$ cat src/rtl/jolt_pkg.sv
// Shared constants and FSM state encoding for the jolt digit-selection core.
package jolt_pkg;

  localparam int BCD_W       = 4;
  localparam int LINES_W     = 12;
  localparam int MAX_K_DEF   = 12;
  localparam int MAX_LEN_DEF = 100;

  typedef enum logic [2:0] {
    S_IDLE,
    S_LOAD,
    S_POP,
    S_CONV,
    S_ACC,
    S_FIN
  } state_t;

endpackage

$ cat src/rtl/bcd_mac.sv
// Decimal multiply-accumulate: result = acc*10 + digit, modulo 2^W.
module bcd_mac
  import jolt_pkg::*;
#(
  parameter int W = 64
) (
  input  logic [W-1:0]     acc,
  input  logic [BCD_W-1:0] digit,
  output logic [W-1:0]     result
);

  // x*10 as x*8 + x*2, then add the digit
  always_comb result = (acc << 3) + (acc << 1) + W'(digit);

endmodule

$ cat src/rtl/jolt_select_core.sv
// Per line, keeps the lexicographically largest cfg_k-digit subsequence using
// a monotonic stack, converts it to binary and accumulates it into sum.
// Optional input digit checking is enabled by defining JOLT_DIGIT_CHECK_EN.
module jolt_select_core
  import jolt_pkg::*;
#(
  parameter  int MAX_K   = MAX_K_DEF,
  parameter  int MAX_LEN = MAX_LEN_DEF,
  parameter  int SUM_W   = 64,
  localparam int LW      = $clog2(MAX_LEN + 1)
) (
  input  logic               sysclk,
  input  logic               rst,
  input  logic               start,
  input  logic [BCD_W-1:0]   cfg_k,
  input  logic [LW-1:0]      cfg_len,
  input  logic [LINES_W-1:0] cfg_lines,
  input  logic               in_valid,
  input  logic [BCD_W-1:0]   in_digit,
  output logic               in_ready,
  output logic               busy,
  output logic               done,
  output logic [SUM_W-1:0]   sum,
  output logic               cfg_err,
  output logic               digit_err
);

  state_t               state;
  logic [BCD_W-1:0]     stack [MAX_K];
  logic [BCD_W-1:0]     depth;
  logic [BCD_W-1:0]     conv_idx;
  logic [BCD_W-1:0]     k_q;
  logic [BCD_W-1:0]     pend;
  logic [LW-1:0]        len_q;
  logic [LW-1:0]        drop;
  logic [LW-1:0]        cnt;
  logic [LINES_W-1:0]   lines_left;
  logic [SUM_W-1:0]     value;
  logic [SUM_W-1:0]     mac_out;
  logic [BCD_W-1:0]     d_in;
  logic [BCD_W-1:0]     top;
  logic [BCD_W-1:0]     res_digit;
  logic                 res_last;
  logic                 pop_cond;
  logic                 cfg_ok;

`ifdef JOLT_DIGIT_CHECK_EN
  logic d_bad;

  // Out-of-range BCD digits are replaced by zero
  always_comb begin
    d_bad = (in_digit > BCD_W'(9));
    d_in  = d_bad ? '0 : in_digit;
  end

  // Sticky digit error, cleared by a valid start
  always_ff @(posedge sysclk) begin
    if (rst)
      digit_err <= 1'b0;
    else if (state == S_IDLE && start && cfg_ok)
      digit_err <= 1'b0;
    else if (state == S_LOAD && in_valid && d_bad)
      digit_err <= 1'b1;
  end
`else
  always_comb begin
    d_in      = in_digit;
    digit_err = 1'b0;
  end
`endif

  // Configuration check and stack-pop decision for the digit being resolved
  always_comb begin
    cfg_ok    = (cfg_k != '0) && (cfg_k <= BCD_W'(MAX_K)) &&
                (cfg_len >= LW'(cfg_k)) && (cfg_len <= LW'(MAX_LEN)) &&
                (cfg_lines != '0);
    top       = (depth != '0) ? stack[depth - BCD_W'(1)] : '0;
    res_digit = (state == S_POP) ? pend : d_in;
    res_last  = (state == S_POP) ? (cnt == len_q) : (cnt + LW'(1) == len_q);
    pop_cond  = (depth != '0) && (top < res_digit) && (drop != '0);
  end

  bcd_mac #(
    .W (SUM_W)
  ) u_mac (
    .acc    (value),
    .digit  (stack[conv_idx]),
    .result (mac_out)
  );

  // Main control FSM with registered handshake/status outputs
  always_ff @(posedge sysclk) begin
    if (rst) begin
      state    <= S_IDLE;
      in_ready <= 1'b0;
      busy     <= 1'b0;
      done     <= 1'b0;
      sum      <= '0;
      cfg_err  <= 1'b0;
      depth    <= '0;
    end else begin
      case (state)
        S_IDLE: begin
          if (start) begin
            sum  <= '0;
            busy <= 1'b1;
            if (cfg_ok) begin
              k_q        <= cfg_k;
              len_q      <= cfg_len;
              lines_left <= cfg_lines;
              drop       <= cfg_len - LW'(cfg_k);
              cnt        <= '0;
              depth      <= '0;
              cfg_err    <= 1'b0;
              in_ready   <= 1'b1;
              state      <= S_LOAD;
            end else begin
              cfg_err <= 1'b1;
              done    <= 1'b1;
              state   <= S_FIN;
            end
          end
        end

        // LOAD accepts a digit; POP keeps retrying the same pending digit.
        // Both share the resolve path (push or discard, then next/convert).
        S_LOAD, S_POP: begin
          if (state == S_POP || in_valid) begin
            if (state == S_LOAD)
              cnt <= cnt + LW'(1);
            if (pop_cond) begin
              if (state == S_LOAD) begin
                pend     <= d_in;
                in_ready <= 1'b0;
                state    <= S_POP;
              end else begin
                depth <= depth - BCD_W'(1);
                drop  <= drop - LW'(1);
              end
            end else begin
              if (depth < k_q) begin
                stack[depth] <= res_digit;
                depth        <= depth + BCD_W'(1);
              end else begin
                drop <= drop - LW'(1);
              end
              if (res_last) begin
                in_ready <= 1'b0;
                conv_idx <= '0;
                value    <= '0;
                state    <= S_CONV;
              end else begin
                in_ready <= 1'b1;
                state    <= S_LOAD;
              end
            end
          end
        end

        S_CONV: begin
          value    <= mac_out;
          conv_idx <= conv_idx + BCD_W'(1);
          if (conv_idx == k_q - BCD_W'(1))
            state <= S_ACC;
        end

        S_ACC: begin
          sum        <= sum + value;
          depth      <= '0;
          drop       <= len_q - LW'(k_q);
          cnt        <= '0;
          lines_left <= lines_left - LINES_W'(1);
          if (lines_left == LINES_W'(1)) begin
            done  <= 1'b1;
            state <= S_FIN;
          end else begin
            in_ready <= 1'b1;
            state    <= S_LOAD;
          end
        end

        S_FIN: begin
          done  <= 1'b0;
          busy  <= 1'b0;
          state <= S_IDLE;
        end

        default: state <= S_IDLE;
      endcase
    end
  end

endmodule

$ cat config.mk
export PLATFORM = sky130hd
export DESIGN_NAME = jolt_select_core
export DESIGN_NICKNAME = d
export VERILOG_FILES = /design/src/rtl/jolt_pkg.sv /design/src/rtl/bcd_mac.sv /design/src/rtl/jolt_select_core.sv
export SDC_FILE = /design/constraint.sdc
export NUM_CORES = 1
export LEC_CHECK = 0
export CORE_MARGIN = 4
export CORE_UTILIZATION = 60
export CTS_BUF_LIST = sky130_fd_sc_hd__clkbuf_16
export DETAILED_ROUTE_END_ITERATION = 12
export PLACE_DENSITY = 0.78
export SLEW_MARGIN = 15
export SYNTH_ARGS = -nofsm -noshare
export SYNTH_HDL_FRONTEND = slang
export SYNTH_HIERARCHICAL = 1
export SYNTH_SLANG_ARGS = --single-unit
export TNS_END_PERCENT = 30
$ cat constraint.sdc
create_clock -name sysclk -period 7.4 [get_ports sysclk]
set_clock_uncertainty 0.2 [all_clocks]
set_input_delay 1.48 -clock sysclk [delete_from_list [all_inputs] [get_ports sysclk]]
set_output_delay 1.48 -clock sysclk [all_outputs]
set_load 0.05 [all_outputs]
==> summary.md <==
| Metric | Value |
|---|---|
| Inserted Clock Buffers | `28` |
| Final hold violations | `0` |
| Post-route DRC violation count | `0` |
| CP max stage delay | `0.97 ns` |
| Hold Crit Start | `sum[45]` |
| Site Rows | `64` |
| Crit share post-route | `73.4%` |
| H-tree depth | `1` |
| Antenna Nets Post-Route | `0` |
| Slew Viols, Final | `0` |
| Pin count of the biggest net entering global routing | `73` |
| Synth top area cells | `edfxtp_1 25%, ha_1 14%, dfxtp_1 8.4%` |
| Pre-antenna DRT Iters | `5` |
| Via count | `16300` |
| Setup crit end kind | `flip-flop` |
| GP Congestion | `about 0.99` |
| Worst hold-check path type | `flip-flop to flip-flop` |
| Post-CTS setup repair buffer count | `0` |
| Leak Pwr | `8.58 nW` |
| Pwr/cell area | `roughly 270 nW/µm²` |
| Area growth from synthesis to layout | `11.5%` |
| Post-synth top area share | `25.1%` |
| TritonCTS clock tree | `done` |
| Crit-path cells | `inv_1 -> ha_1 -> mux4_2 -> mux2i_1 -> a211oi_1 -> ha_1 -> a2111oi_0 -> o21ai_1 -> buf_4 -> mux2i_1 -> nor2_1 -> nor3b_1` |
| Slowest stage cell, crit path | `dfxtp_1` |
| #FFs+latches synth | `~240` |
| Max Cap Viol | `0` |
| Clock network fraction of total power | `25.1%` |
| Post-Syn Area | `18800 µm²` |
| Bufs on Longest Clock Path | `3` |
| R2r worst-path depth | `12` |
| Via count of the first global-routing pass | `between 15000 and 20000` |
| Hold endpoint | `sum[45]` |
| R2R Path Start | `depth[0]` |
| Fill count | `2380` |
| Buffers on Ports | `between 90 and 100` |
| Total number of yosys warnings | `6` |
| RSZ-0062 raised after global routing | `no` |
| Internal power | `3.36 mW` |
| Initial antenna violation count | `0` |
| Clock Sinks | `approximately 240` |
| Multi-input logic area | `~12000 µm²` |
| Layout cell share with drive strength beyond 1 | `5.83%` |
| Dominant synthesized flop cell | `edfxtp_1` |
| Status | `finished, final reports clean` |
| Seq. cell area | `between 6000 and 7000 µm²` |
| Global route overflow | `0` |
| CP Launch Type | `flip-flop` |
| WP data arrival | `5.40 ns` |
| Fin nets | `around 2300` |
| Root Buffer Master | `clkbuf_16` |
| Post-CTS Hold Fix Bufs | `0` |
| Post-CTS Resized | `0` |
| Core area | `approximately 31000 µm²` |
| Tot Pwr | `roughly 5.6 mW` |
| Worst-path clk slew | `~0.06 ns` |
| Syn_nets | `about 2300` |
| Mapped Cells | `slightly above 2000` |
| Post-synth EDFFs | `about 160` |
| Flop pwr share | `about 32%` |
| Die ar. | `between 30000 and 40000 µm²` |
| Worst Hold Depth | `2` |
| DR iter-0 viols | `1253` |
| Starting density of the core | `roughly 61%` |
| Final setup viols | `0` |
| Yosys cell types | `92` |
| Die Wd | `about 180 µm` |
| GRT Util Overall | `~29%` |
| Setup TNS | `0 ns` |
| Crit path max fanout | `18` |
| Via density | `around 6.5` |
| Min Clock Period, post-route | `about 5.4 ns` |
| DPL Wire Length | `between 30 and 40 mm` |
| Wire per inst | `approximately 20 µm` |
| Switching power of the nets | `2.24 mW` |
| Kind of critical path | `flip-flop to flip-flop` |
| First-pass GRT wire length | `around 82 mm` |
| Post-synth top area cell | `edfxtp_1` |
| Slew @ Worst Pin | `1.05 ns` |
| FMAX | `~180 MHz` |
| Slew margin rel. | `a little under a third` |
| Worst Path Required | `approximately 7.4 ns` |
| IO Pins | `100` |
| Peak supply drop | `316 µV` |
| Sw Ratio | `approximately two fifths` |
| Worst R2R End | `drop[5]` |
| Async SR Flop Fraction | `0%` |
| Reg-to-reg slack, setup | `1.97 ns` |
| Gate power share | `around 43%` |
| Post-synthesis sequential area ratio | `between 30 and 40%` |
| Clock Latency Late Sink | `around 0.56 ns` |
| Synthesized area per cell | `just over 9 µm²` |
| Die height | `185 µm` |
| Final wirelength | `about 50 mm` |
| Core Util, Final | `68.1%` |
| # diodes | `0` |
## layout make-up
cell class              instances  share of cell area [%]
clock inverters                24                    1.13
repair buffers                110                    5.09
multi-input cells            1634                    56.6
inverters                      76                    1.36
clock buffers                  28                    3.35
well taps                     396                    2.37
flip-flops and latches        236                    30.1
## power groups by stage
stage / Clock [mW] / Sequential (mW) / Combinational (mW)
2_1_floorplan: 0 / 1.90 / 1.65
3_3_place_gp: 0 / 1.83 / 2.28
3_5_place_dp: 0 / 1.84 / 2.33
4_1_cts: 1.42 / 1.81 / 2.35
5_1_grt: 1.48 / 1.84 / 2.62
6_report: 1.41 / 1.82 / 2.38
## worst max path at each step
stage               startpoint   endpoint  slack, ns  depth (start not counted)
floorplan             depth[0]  flip-flop       2.14                         14
global placement     flip-flop  value[62]       2.26                         16
detailed placement    depth[0]    drop[5]       2.02                         12
CTS                   depth[0]    drop[6]       1.95                         12
global route          depth[0]    drop[6]       1.53                         12
finish                depth[0]    drop[5]       1.97                         12
## synth_stat cells, types with 10 or more instances
cell type	instances
ha_1	211
nand2_1	185
a21oi_1	167
edfxtp_1	157
nor2_1	155
o21ai_0	114
xnor2_1	95
clkbuf_1	82
dfxtp_1	79
inv_1	76
and2_1	70
xor2_1	69
a21o_1	64
nand3_1	47
nand4_1	45
o21bai_1	40
nor3_1	37
a22oi_1	35
mux4_2	24
nor4_1	23
a31oi_1	20
a211oi_1	17
mux2i_1	15
nor2b_1	15
and3_1	12
o21a_1	12
o211ai_1	11
o21ai_1	10
## per-stage QoR
step	std cells	hold WS (ns)	setup slack [ns]	instance area, µm²
final	2504	0.288	1.97	20900
after global routing	2504	0.307	1.53	20900
after CTS	2504	0.290	1.95	20900
after detailed placement	2452	0.281	2.02	20000
after global placement	2452	0.271	2.26	20000
after floorplan	2046	0.342	2.14	18800
## cell families after synthesis
logic type,Yosys count,synth area share [%]
AND/OR/NAND/NOR,623,15.9
AO/OA/AOI/OAI,587,20.7
flip-flops,236,33.5
adder cells (fa/ha/maj),216,14.6
buffers and inverters,176,3.63
XOR/XNOR,164,7.65
multiplexers,43,3.92
other,1,0.0200
## worst max-delay path, delay by kind of cell (launching register included)
family | cells | cell delay [ns]
adder cells (fa/ha/maj) | 2 | 1.09
multiplexers | 3 | 0.71
AO/OA/AOI/OAI | 3 | 0.65
buffers and inverters | 2 | 0.53
flip-flops | 1 | 0.97
AND/OR/NAND/NOR | 2 | 0.89
## registers in the layout, indices dropped and copies added, names as in the netlist, named ones only
| signal | count |
|---|---|
| depth | 4 |
| cfg_err | 1 |
| lines_left | 12 |
| pend | 4 |
| drop | 7 |
| state | 3 |
| conv_idx | 4 |
| len_q | 7 |
| sum | 64 |
| k_q | 4 |
| busy | 1 |
| stack | 48 |
| in_ready | 1 |
| done | 1 |
| value | 64 |
| cnt | 7 |
## per-layer routing
metal,track usage [%],part of all wire [%],vias to the layer above
met1,38.7,42,7784
met2,47.7,46,653
met4,11.8,4.5,0
li1,-,-,7692
met3,4.20,6.7,146
met5,0,0,-
## cells in the final DEF (no fill, tap or decap), drive strengths merged, types with 47 or more instances in the layout
master,n
ha,211
nand2,185
a21oi,171
edfxtp,157
nor2,155
o21ai,125
clkdlybuf4s50,97
xnor2,95
inv,85
dfxtp,79
and2,70
xor2,69
a21o,64
nand3,47
No activity file was read; power rests on OpenSTA's default activity.
